File: config.mk
export PLATFORM = sky130hd
export DESIGN_NAME = dram_rascas_ctrl
export DESIGN_NICKNAME = d
export VERILOG_FILES = /design/src/rtl/dram_ctrl_pkg.sv /design/src/rtl/dram_refresh_timer.sv /design/src/rtl/dram_rascas_ctrl.sv
export SDC_FILE = /design/constraint.sdc
export NUM_CORES = 1
export LEC_CHECK = 0
export CAP_MARGIN = 40
export CORE_MARGIN = 1
export CORE_UTILIZATION = 49
export CTS_CLUSTER_DIAMETER = 50
export DETAILED_ROUTE_END_ITERATION = 8
export GPL_TIMING_DRIVEN = 0
export PLACE_DENSITY = 0.75
export SETUP_SLACK_MARGIN = 0.02
export SYNTH_ARGS = -nofsm -noshare
export SYNTH_HDL_FRONTEND = slang
export SYNTH_SLANG_ARGS = --single-unit
export TNS_END_PERCENT = 100
File: constraint.sdc
create_clock -name clk -period 1.9 [get_ports clk]
set_clock_uncertainty 0.1 [all_clocks]
set_input_delay 0.38 -clock clk [delete_from_list [all_inputs] [get_ports clk]]
set_output_delay 0.38 -clock clk [all_outputs]
set_load 0.01 [all_outputs]
File: src/rtl/dram_ctrl_pkg.sv
// Shared definitions for the RAS/CAS DRAM controller: FSM state encoding,
// default timing parameters and a small sizing helper.
package dram_ctrl_pkg;

  typedef enum logic [2:0] {
    ST_IDLE,
    ST_CPU_RAS,
    ST_CPU_CAS,
    ST_REF,
    ST_PRE
  } state_t;

  localparam int DEF_ROW_BITS   = 8;
  localparam int DEF_RAS_CYC    = 2;
  localparam int DEF_CAS_CYC    = 2;
  localparam int DEF_PRE_CYC    = 2;
  localparam int DEF_REF_PERIOD = 234;

  // Larger of two phase lengths; sizes the shared phase down-counter.
  function automatic int max2(input int a, input int b);
    return (a > b) ? a : b;
  endfunction

endpackage

File: src/rtl/dram_refresh_timer.sv
// Refresh interval timer, pending/overrun flags and refresh row counter.
// The FSM pulses ref_take on the edge it enters REF and ref_done on the
// edge it leaves REF.
module dram_refresh_timer
  import dram_ctrl_pkg::*;
#(
  parameter int ROW_BITS   = DEF_ROW_BITS,
  parameter int REF_PERIOD = DEF_REF_PERIOD
) (
  input  logic                clk,
  input  logic                reset,
  input  logic                ref_take,
  input  logic                ref_done,
  output logic                ref_req,
  output logic [ROW_BITS-1:0] row,
  output logic                ref_overrun
);

  localparam int TW = $clog2(REF_PERIOD);

  logic [TW-1:0] timer;
  logic          ref_pend;
  logic          tick;

  assign tick = (timer == TW'(REF_PERIOD - 1));

  // The terminal-count edge already counts as a request, so a CPU request
  // arriving on that same IDLE edge loses to the refresh.
  assign ref_req = ref_pend | tick;

  // Free-running interval counter 0..REF_PERIOD-1.
  // NOTE: state registers use non-blocking (<=) so every flop samples the
  // pre-edge values; blocking here would create order-dependent races.
  always_ff @(posedge clk or posedge reset) begin
    if (reset)     timer <= '0;
    else if (tick) timer <= '0;
    else           timer <= timer + TW'(1);
  end

  // Pending flag: a tick sets it unless that same tick is being consumed by
  // entering REF from a clear flag; a tick on an edge that takes an older
  // pending refresh leaves one new refresh pending (set wins).
  always_ff @(posedge clk or posedge reset) begin
    if (reset)         ref_pend <= 1'b0;
    else if (tick)     ref_pend <= ref_pend | ~ref_take;
    else if (ref_take) ref_pend <= 1'b0;
  end

  // Sticky overrun: a tick lands while an unserviced refresh is still waiting.
  always_ff @(posedge clk or posedge reset) begin
    if (reset)                            ref_overrun <= 1'b0;
    else if (tick && ref_pend && !ref_take) ref_overrun <= 1'b1;
  end

  // Refresh row advances after each completed refresh, wrapping naturally.
  always_ff @(posedge clk or posedge reset) begin
    if (reset)         row <= '0;
    else if (ref_done) row <= row + ROW_BITS'(1);
  end

endmodule

File: src/rtl/dram_rascas_ctrl.sv
// RAS/CAS sequencer for one bank of page-less DRAM behind quad 2:1 address
// selectors. Arbitrates CPU accesses against RAS-only refresh; all outputs
// are registered from the next-state decode so they change on the same edge
// as the state.
module dram_rascas_ctrl
  import dram_ctrl_pkg::*;
#(
  parameter int ROW_BITS   = DEF_ROW_BITS,
  parameter int RAS_CYC    = DEF_RAS_CYC,
  parameter int CAS_CYC    = DEF_CAS_CYC,
  parameter int PRE_CYC    = DEF_PRE_CYC,
  parameter int REF_PERIOD = DEF_REF_PERIOD
) (
  input  logic                clk,
  input  logic                reset,
  input  logic                req,
  input  logic                we,
  output logic                ack,
  output logic                ras_n,
  output logic                cas_n,
  output logic                we_n,
  output logic                addrsel,
  output logic                mux_g,
  output logic [ROW_BITS-1:0] ref_addr,
  output logic                ref_overrun
);

  localparam int PH_W = $clog2(max2(RAS_CYC + CAS_CYC, PRE_CYC)) + 1;

  state_t              state, state_nxt;
  logic [PH_W-1:0]     phase, phase_nxt;
  logic                we_lat, we_nxt;
  logic                ref_req, ref_take, ref_done;
  logic [ROW_BITS-1:0] row;
  logic                arb, last, cpu_nxt;

  dram_refresh_timer #(
    .ROW_BITS  (ROW_BITS),
    .REF_PERIOD(REF_PERIOD)
  ) u_timer (
    .clk        (clk),
    .reset      (reset),
    .ref_take   (ref_take),
    .ref_done   (ref_done),
    .ref_req    (ref_req),
    .row        (row),
    .ref_overrun(ref_overrun)
  );

  assign last = (phase == '0);
  // The final precharge edge doubles as an arbitration edge, so a waiting
  // request starts right after tRP without an extra idle clock.
  assign arb  = (state == ST_IDLE) || ((state == ST_PRE) && last);

  // Next state, phase count and refresh handshake.
  // NOTE: every variable gets a default before the case so no path leaves
  // one unassigned, which would otherwise infer a latch.
  always_comb begin
    state_nxt = state;
    phase_nxt = phase;
    ref_take  = 1'b0;
    ref_done  = 1'b0;
    we_nxt    = we_lat;
    if (!last) phase_nxt = phase - PH_W'(1);
    case (state)
      ST_CPU_RAS: if (last) begin
        state_nxt = ST_CPU_CAS;
        phase_nxt = PH_W'(CAS_CYC - 1);
      end
      ST_CPU_CAS: if (last) begin
        state_nxt = ST_PRE;
        phase_nxt = PH_W'(PRE_CYC - 1);
      end
      ST_REF: if (last) begin
        state_nxt = ST_PRE;
        phase_nxt = PH_W'(PRE_CYC - 1);
        ref_done  = 1'b1;
      end
      default: ;
    endcase
    if (arb) begin
      if (ref_req) begin
        state_nxt = ST_REF;
        phase_nxt = PH_W'(RAS_CYC + CAS_CYC - 1);
        ref_take  = 1'b1;
      end else if (req) begin
        state_nxt = ST_CPU_RAS;
        phase_nxt = PH_W'(RAS_CYC - 1);
        we_nxt    = we;
      end else begin
        state_nxt = ST_IDLE;
      end
    end
  end

  assign cpu_nxt = (state_nxt == ST_CPU_RAS) || (state_nxt == ST_CPU_CAS);

  // State, phase counter and latched write flag.
  always_ff @(posedge clk or posedge reset) begin
    if (reset) begin
      state  <= ST_IDLE;
      phase  <= '0;
      we_lat <= 1'b0;
    end else begin
      state  <= state_nxt;
      phase  <= phase_nxt;
      we_lat <= we_nxt;
    end
  end

  // Registered pin outputs decoded from the next state.
  always_ff @(posedge clk or posedge reset) begin
    if (reset) begin
      ras_n    <= 1'b1;
      cas_n    <= 1'b1;
      we_n     <= 1'b1;
      addrsel  <= 1'b0;
      mux_g    <= 1'b0;
      ack      <= 1'b0;
      ref_addr <= '0;
    end else begin
      ras_n    <= !(cpu_nxt || (state_nxt == ST_REF));
      cas_n    <= (state_nxt != ST_CPU_CAS);
      we_n     <= cpu_nxt ? ~we_nxt : 1'b1;
      addrsel  <= (state_nxt == ST_CPU_CAS);
      mux_g    <= cpu_nxt;
      ack      <= (state_nxt == ST_CPU_CAS) && (phase_nxt == '0);
      ref_addr <= (state_nxt == ST_REF) ? row : '0;
    end
  end

endmodule

**After elaboration in Yosys (flattened, before gate mapping)**

Index checks and enable logic that the tools add are counted.

- Bits in read-only memories: 0
- Latch bits: 0
- Memories: 0
- Bits in writable memories: 0
- Output and inout bits: 15
- Register bits after elaboration: 39
- Word-level logic and storage cells: 69

- Add/subtract/negate cells: 3
- Bitwise operators: 4
- $mul: 0
- Multiplexer cells: 24
- Magnitude comparators: 0
- Equality and inequality tests: 9
- Shift operators: 0
- Div/mod/pow operators: 0
- Reduce and logical (&&, ||, !) cells: 15

Operator list:

| operator | number |
|---|---|
| $mux 3 | 9 |
| $add 8x1->8 const B | 2 |
| $mux 8 | 2 |
| $eq 3x2->1 const B | 4 |
| $mux 1 | 11 |
| $logic_not 3->1 | 3 |
| $eq 8x8->1 const B | 1 |
| $eq 3x1->1 const B | 2 |
| $pmux 3 s2 | 1 |
| $logic_and 1x1->1 | 4 |
| $eq 3x3->1 const B | 1 |
| $logic_or 1x1->1 | 3 |
| $ne 3x2->1 const B | 1 |
| $reduce_or 3->1 | 1 |
| $sub 3x1->3 const B | 1 |
| $logic_not 1->1 | 2 |
| $mux 2 | 1 |
| $not 1->1 | 2 |
| $or 1x1->1 | 2 |
| $reduce_bool 2->1 | 1 |
| $reduce_or 2->1 | 1 |

**Depth between registers and ports, before layout**

Gate-level depths: netlist of run 1.

- Depth after elaboration: 9
- Depth in mapped cells: 9
- Gate-level depth less buffers: 8

**Cells and area by module**

Synthesis of run 1 repeated with hierarchy kept, for this count alone.

- Cell total of the unflattened synthesis: 167
- Area, all modules: 1883.1 µm²

Modules (own cells, without submodules):

| module | instances | area an instance (µm²) | seq. area each (µm²) | cells each |
|---|---|---|---|---|
| dram_rascas_ctrl | 1 | 1039.7 | 529.3 | 93 |
| dram_refresh_timer | 1 | 843.3 | 450.4 | 74 |

**Worst setup path before layout of run 1**

No wires, ideal clock.

- Path kind: reg2reg
- Start: reg phase[0]
- End: reg ref_addr[0]
- Data arrival time: 1869 ps
- Cell stages (with the launch flop): 9
- Path slack: -136 ps
- Clock period less this slack: 2036 ps
- Required time: 1733 ps
- Path through: dfrtp_1 inv_1 ha_1 nor2b_4 inv_4 maj3_2 a221oi_4 and2_4 and3_1

- Word-level cells in the longest chain between the ends: 6
- Elaborated cells between the ends (all ways): 9
- Those cells by class: eq/ne: 1; mux: 5; reduce/logical: 3

Ends and longest elaborated chain:

| item | line | source |
|---|---|---|
| start, declared | dram_rascas_ctrl.sv:31 | `logic [PH_W-1:0] phase, phase_nxt;` |
| start signal, assigned | dram_rascas_ctrl.sv:106 | `phase <= phase_nxt;` |
| $logic_not 3->1 * | dram_rascas_ctrl.sv:50 | `assign last = (phase == '0);` |
| $mux 3 (tied with other cells) | dram_rascas_ctrl.sv:70, dram_rascas_ctrl.sv:74 |  |
| $pmux 3 s2 or $logic_or 1x1->1 (tied branches) | dram_rascas_ctrl.sv:65, dram_rascas_ctrl.sv:53 |  |
| $mux 3 * | dram_rascas_ctrl.sv:81 | `if (arb) begin` |
| via state_nxt[1] | dram_rascas_ctrl.sv:30 | `state_t state, state_nxt;` |
| $eq 3x2->1 * | dram_rascas_ctrl.sv:128 | `ref_addr <= (state_nxt == ST_REF) ? row : '0;` |
| $mux 8 * | dram_rascas_ctrl.sv:128 |  |
| end signal, assigned | dram_rascas_ctrl.sv:128 |  |
| end, declared | dram_rascas_ctrl.sv:24 | `output logic [ROW_BITS-1:0] ref_addr,` |

The timed path passes the listed nets; every way through them passes the cells marked *.
A chain may end at the register's enable or synchronous reset.

**Worst setup path in the final report of run 1**

- Start: reg phase[1]
- End: reg we_n

- Word-level cells in the longest chain between the ends: 7
- Elaborated cells between the ends (all ways): 13
- Those cells by class: eq/ne: 2; mux: 6; bitwise: 1; reduce/logical: 4

Ends and longest elaborated chain:

| item | line | source |
|---|---|---|
| $logic_not 3->1 * | dram_rascas_ctrl.sv:50 |  |
| $mux 3 (tied with other cells) | dram_rascas_ctrl.sv:70, dram_rascas_ctrl.sv:74 |  |
| $pmux 3 s2 or $logic_or 1x1->1 (tied branches) | dram_rascas_ctrl.sv:65, dram_rascas_ctrl.sv:53 |  |
| $mux 3 * | dram_rascas_ctrl.sv:81 |  |
| via state_nxt[1] | dram_rascas_ctrl.sv:30 |  |
| $eq 3x1->1 or $eq 3x2->1 (tied branches) | dram_rascas_ctrl.sv:96 | `assign cpu_nxt = (state_nxt == ST_CPU_RAS) \|\| (state_nxt == ST_CPU_CAS);` |
| $logic_or 1x1->1 * | dram_rascas_ctrl.sv:96 |  |
| $mux 1 * | dram_rascas_ctrl.sv:124 | `we_n <= cpu_nxt ? ~we_nxt : 1'b1;` |
| end signal, assigned | dram_rascas_ctrl.sv:124 |  |
| end, declared | dram_rascas_ctrl.sv:21 | `output logic we_n,` |

Marks and branches as above.

==> results.yml, run 1 <==
hold_path:
  hold_class: "in2async"
power:
  power.leakage_nw: 1.06
  total_power_mw: 3.18
  powerDensity_nw_per_um2: 1400
  peakVddDrop_uv: 802
die:
  dieArea_um2: 3740
  start_util_pct: 51.4
  coreArea_um2: 3340
  die_w_um: 61.2
  top_level_ports: 19
  fp-row-count: 21
  die_h_um: 61.2
timing:
  fin_tns_setup_ps: -1400
  setup-violations-final: 11
  timing.fmax_mhz: 485
  rsz0062_at_grt: "yes"
  post-route-min-period_ps: 2060
  relSlewSlack_pct: 51.5
  tightestPinTransition_ps: 726
  maxSlewViolCount: 0
  hold_viol: 0
  layout_setup_ws_ps: -163
  finalCritPeriodShare_pct: 109
setup_path:
  cp-startpoint: "phase[1]$_DFF_PP0_"
  timing.rr.start: "phase[1]$_DFF_PP0_"
  critPathKind: "reg2reg"
  worstPathMaxFanout: 3
  worst_setup_path_start_kind: "flip-flop"
  crit_required_ps: 2090
  arrival_ps: 2260
  crit_path_end_kind: "flip-flop"
grt:
  grt_max_degree: 23
  antenna_found_initial: 0
  overflow: 0
  track_usage_pct: 20.9
  grt_pass1_wl_mm: 5.42
  grt_pass1_vias: 1167
clock_tree:
  cts.path.max_buffers: 2
  h-tree-depth: 2
  cts_buffers: 5
  numClockSinks: 39
  clock_latency_ps: 350
  clk_pin_slew_worst_paths_ps: 110
  cts_tree: "built"
  cts-root-buf: "clkbuf_4"
placed_design:
  gp_congestion: 0.817
  hpwl_mm: 2.14
  dpl.cell_count: 212
  io_buffers: 18
synthesis:
  avgSynthCellArea_um2: 11.7
  ys_warn_count: 0
  syn_nets: 157
  synth-seq-cells: 39
  synth_cell_types: 38
  yosys.area.top_type: "dfrtp_1"
  netlist.area_leader.share_pct: 52.5
  synth_area_um2: 1720
  syn_inst: 147
  seq_area_frac_synth_pct: 57.1
  synth_top_cells_by_area: "dfrtp_1 (53%), dfstp_2 (4.6%), xnor2_1 (4.6%), and3_1 (4.4%), ha_1 (4.4%)"
run_status:
  outcome: "finished, violations left"
  violations: "setup timing"
route:
  via_per_inst: 5.07
  drtIter0Drc: 40
  drc: 0
  drtPass1Iterations: 4
  wirelength_mm: 3.36
  num_vias: 1197
  final_antenna_net_count: 0
  wl_per_cell_um: 14.2
layout:
  final_nets: 199
  drive_above_1_share_pct: 29.5
  antenna_cells: 0
  syn2layout_area_growth_pct: 32.2
  stdcell_count: 236
  nFillCells: 254
  final_util_pct: 68.0
run:
  drv_cap: 0
## placed cells by master, fill, tap and decap left out, types with 2 or more instances in the layout
| cell type | instances |
|---|---|
| clkbuf_1 | 2 |
| a21oi_1 | 2 |
| buf_4 | 14 |
| dfrtp_1 | 35 |
| nor2_1 | 10 |
| ha_1 | 4 |
| inv_1 | 7 |
| and3_4 | 2 |
| nor2_2 | 2 |
| clkdlybuf4s50_1 | 15 |
| o21ai_1 | 3 |
| mux2_2 | 2 |
| clkbuf_4 | 5 |
| o21ai_0 | 5 |
| and2_1 | 2 |
| nand3_1 | 8 |
| nand2_1 | 7 |
| ha_4 | 2 |
| dfstp_2 | 3 |
| xnor2_1 | 8 |
| dlygate4sd2_1 | 3 |
| and3_1 | 10 |
| inv_2 | 2 |
| buf_6 | 3 |
| xor2_1 | 4 |
## synthesized netlist by cell type
master and n:
nor2_2 1, and4_1 1, o2111ai_1 1, and3b_1 1
nor2b_4 1, or3_1 1, maj3_1 1, a221oi_4 1
a31o_2 1, a21oi_1 3, and2_1 2, xor2_1 4
inv_1 9, buf_2 1, a221o_1 1, and4bb_2 1
or2_1 1, mux2_2 2, inv_4 1, ha_1 6
mux2i_1 1, and2_4 1, and3_1 12, o21ai_1 4
nand3_1 9, and3_2 1, nand2_1 7, nor3_1 1
clkbuf_1 2, dfrtp_1 36, nor2_1 11, dfstp_2 3
nand3b_4 1, o21ai_0 6, a211oi_1 1, xnor2_1 9
and4b_1 1, maj3_2 1
## path summary, 6_finish.rpt
kind | to | slack, ps | cells past startpoint
worst min register to register | u_timer.timer[0]$_DFF_PP0_ | 390 | 1
min in group clk | u_timer.timer[0]$_DFF_PP0_ | 390 | 1
max in group asynchronous | ras_n$_DFF_PP1_ | 740 | 3
worst max register to register | we_n$_DFF_PP1_ | -160 | 9
worst min-delay path | u_timer.row[1]$_DFFE_PP0P_ | 330 | 2
worst max-delay path | we_n$_DFF_PP1_ | -160 | 9
## per-layer routing
metal,part of all wire (%),vias to the layer above,track usage (%),routed length [um]
met2,51,26,33.1,1720
met4,1.5,0,10.1,50
met1,44,577,25.4,1460
li1,-,587,-,-
met5,0,-,0,0
met3,3.7,7,7.56,125
## per-stage QoR
stage                     hold WS, ps  area (um^2)  worst slack, ps
final                             333         2270             -163
after global routing              396         2270             -225
after CTS                         356         2170             -182
after detailed placement          367         1980             -293
after global placement            351         1960             -215
after floorplan                   339         1720            -84.0
## power breakdown
part	switching (mW)	total [mW]	internal, mW
clock network	0.267	0.411	0.144
logic	0.758	1.62	0.864
registers	0.127	1.14	1.02
## area by class of cell
class                      instances  area [um^2]  share of cell area, %
sequential                        39          981                   43.2
multi-input combinational         95          787                   34.7
inverter                          10         40.0                   1.77
clock buffer                       7         45.0                   1.99
buffer                             2         10.0                  0.441
timing repair buffer              36          343                   15.1
clock inverter                     1         5.00                  0.221
tap                               46         57.6                   2.54
## cells by family (layout without fill, tap and decap cells)
group | after synthesis | in the layout | share of synthesized area, %
compound gates | 18 | 18 | 7.37
mux | 3 | 3 | 1.90
fa+ha+maj | 8 | 8 | 5.62
flops | 39 | 39 | 57.1
xor+xnor | 13 | 13 | 6.64
buf+inv | 13 | 56 | 3.06
simple gates | 53 | 53 | 18.3
## sequential cells by signal (all words and copies together), names as in the netlist
register / flops
cas_n: 1
u_timer.ref_overrun: 1
addrsel: 1
u_timer.row: 8
ack: 1
u_timer.ref_pend: 1
u_timer.timer: 8
mux_g: 1
we_n: 1
ref_addr: 8
state: 3
phase: 3
ras_n: 1
we_lat: 1
## what timing repair did
action                     in CTS  in global routing
buffers inserted               15                  6
setup endpoints to repair      16                 19
hold buffers                    0                  0
gates resized for setup        10                 18
pin swaps                       4                  8
## critical path, cell delays in order, from the launching register on
cell,delay (ps)
dfrtp_1,410
inv_2,80
ha_4,130
nor2b_4,180
inv_4,40
maj3_2,320
a221oi_4,330
buf_6,160
xnor2_4,110
nand3b_4,150
No activity file was read; power rests on OpenSTA's default activity.
==> run 2, diff against run 1 <==
--- a/config.mk
+++ b/config.mk
@@ -10,7 +10,6 @@
 export CORE_UTILIZATION = 49
 export CTS_CLUSTER_DIAMETER = 50
 export DETAILED_ROUTE_END_ITERATION = 8
-export GPL_TIMING_DRIVEN = 0
 export PLACE_DENSITY = 0.75
 export SETUP_SLACK_MARGIN = 0.02
 export SYNTH_ARGS = -nofsm -noshare
==> run 2 against run 1 <==
  * The run still ends with setup timing left
  * Sequential power barely moved
  * Maximum frequency rose by 0.22%
  * Combinational power fell by 9%
  * Wire length fell by 6.3%
  * Worst setup slack improved by 4.5 ps
  * Largest power group unchanged
==> results.yml, run 2 (synthesized netlist as in run 1, its figures left out) <==
layout:
  drive_above_1_share_pct: 27.4
  reg_top3: "ref_addr: 8 flops, u_timer.row: 8 flops, u_timer.timer: 8 flops"
  syn2layout_area_growth_pct: 29.0
  mostFrequentLayoutCells: "dfrtp_1 (36), buf_4 (18), clkdlybuf4s50_1 (15)"
  final_util_pct: 66.3
  final_nets: 199
  final_common_cell: "dfrtp_1"
  stdcell_count: 236
  nFillCells: 264
  antenna_cells: 0
clock_tree:
  numClockSinks: 39
  cts-root-buf: "clkbuf_4"
  h-tree-depth: 2
  postCtsHoldBufs: 0
  cts_buffers: 5
  cts.path.max_buffers: 2
  cts_tree: "built"
  clk_pin_slew_worst_paths_ps: 110
  clock_latency_ps: 350
timing:
  timing.fmax_mhz: 486
  fin_tns_setup_ps: -1340
  setup-violations-final: 11
  maxSlewViolCount: 0
  relSlewSlack_pct: 75.4
  layout_setup_ws_ps: -158
  finalCritPeriodShare_pct: 108
  rsz0062_at_grt: "yes"
  hold_viol: 0
  tightestPinTransition_ps: 367
  post-route-min-period_ps: 2060
setup_path:
  arrival_ps: 2260
  critPathTopFamily: "adder cells"
  path_cells: "inv_2 > ha_4 > nor2b_4 > inv_4 > maj3_2 > a221oi_4 > buf_6 > xnor2_4 > nand3b_4"
  crit_path_end_kind: "flip-flop"
  worst_setup_path_start_kind: "flip-flop"
  worstPathMaxFanout: 3
  crit_required_ps: 2100
  slowest_delay_ps: 400
  critPathKind: "reg2reg"
  cp_num_buf_inv: 3
  cp_slowest_cell: "dfrtp_1"
placed_design:
  dpl.cell_count: 223
  io_buffers: 18
  gp_congestion: 0.841
  hpwl_mm: 2.17
route:
  drc: 0
  drtPass1Iterations: 4
  wl_per_cell_um: 13.3
  num_vias: 1210
  wirelength_mm: 3.15
  via_per_inst: 5.13
  drtIter0Drc: 37
  final_antenna_net_count: 0
hold_path:
  hold_class: "in2async"
run_status:
  violations: "setup timing"
  outcome: "finished, violations left"
grt:
  grt_pass1_wl_mm: 4.94
  track_usage_pct: 18.8
  grt_max_degree: 40
  antenna_found_initial: 0
  grt_pass1_vias: 1157
  overflow: 0
die:
  die_h_um: 61.2
  dieArea_um2: 3740
  start_util_pct: 51.4
  fp-row-count: 21
  top_level_ports: 19
  coreArea_um2: 3340
  die_w_um: 61.2
power:
  power.leakage_nw: 1.06
  peakVddDrop_uv: 837
  powerDensity_nw_per_um2: 1370
run:
  drv_cap: 0
[run 2: layout make-up]
| cell class | count | area [um^2] | share of cell area [%] |
|---|---|---|---|
| Clock inverter | 2 | 12.5 | 0.566 |
| Clock buffer | 6 | 41.3 | 1.87 |
| Multi-Input combinational cell | 95 | 738 | 33.4 |
| Inverter | 10 | 40.0 | 1.81 |
| Sequential cell | 39 | 980 | 44.3 |
| Timing Repair Buffer | 38 | 343 | 15.5 |
| Tap cell | 46 | 57.6 | 2.60 |
[run 2: metal layers]
metal | part of all wire (%) | up-vias | global-route usage, %
met5 | 0 | - | 0
met2 | 50 | 24 | 31.2
met1 | 44 | 594 | 22.0
met4 | 1.8 | 0 | 8.44
met3 | 4.3 | 5 | 6.72
li1 | - | 587 | -
[run 2: stage by stage]
stage / hold slack, ps / instance area (um^2) / power (mW) / worst slack, ps
floorplan: 339 / 1720 / 1.88 / -84.0
global placement: 352 / 2070 / 2.30 / -98.4
detailed placement: 363 / 2070 / 2.36 / -131
CTS: 274 / 2140 / 2.78 / -150
global route: 256 / 2210 / 3.24 / -248
finish: 271 / 2210 / 3.04 / -158
[run 2: report_power, final]
part | switching [mW] | internal [mW] | total, mW
registers | 0.133 | 1.02 | 1.15
clock network | 0.271 | 0.143 | 0.413
logic | 0.686 | 0.789 | 1.48
total | 1.09 | 1.95 | 3.04
[run 2: timing repair]
item                                    4_1_cts  5_1_grt
endpoints found under the hold margin         0        0
buffers inserted                              2        3
pin swaps                                     0        4
endpoints found under the setup margin       15       19
cloned                                        0        0
gates resized for setup                       4       11
[run 2: worst paths after layout]
check / startpoint / endpoint / slack [ps] / cells past startpoint
hold reg to reg: u_timer.ref_overrun$_DFFE_PP0P_ / u_timer.ref_overrun$_DFFE_PP0P_ / 380 / 1
setup reg to reg: phase[1]$_DFF_PP0_ / we_n$_DFF_PP1_ / -160 / 9
hold / removal: reset / ref_addr[5]$_DFF_PP0_ / 270 / 3
max in group asynchronous: reset / cas_n$_DFF_PP1_ / 1170 / 3
min in group clk: u_timer.ref_overrun$_DFFE_PP0P_ / u_timer.ref_overrun$_DFFE_PP0P_ / 380 / 1
setup / recovery: phase[1]$_DFF_PP0_ / we_n$_DFF_PP1_ / -160 / 9
[run 2: worst reg2reg max path, stage by stage, from the launching register on]
cell      delay (ps)
dfrtp_1          400
inv_2             90
ha_4             140
nor2b_4          160
inv_4             40
maj3_2           330
a221oi_4         330
buf_6            160
xnor2_4          120
nand3b_4         150
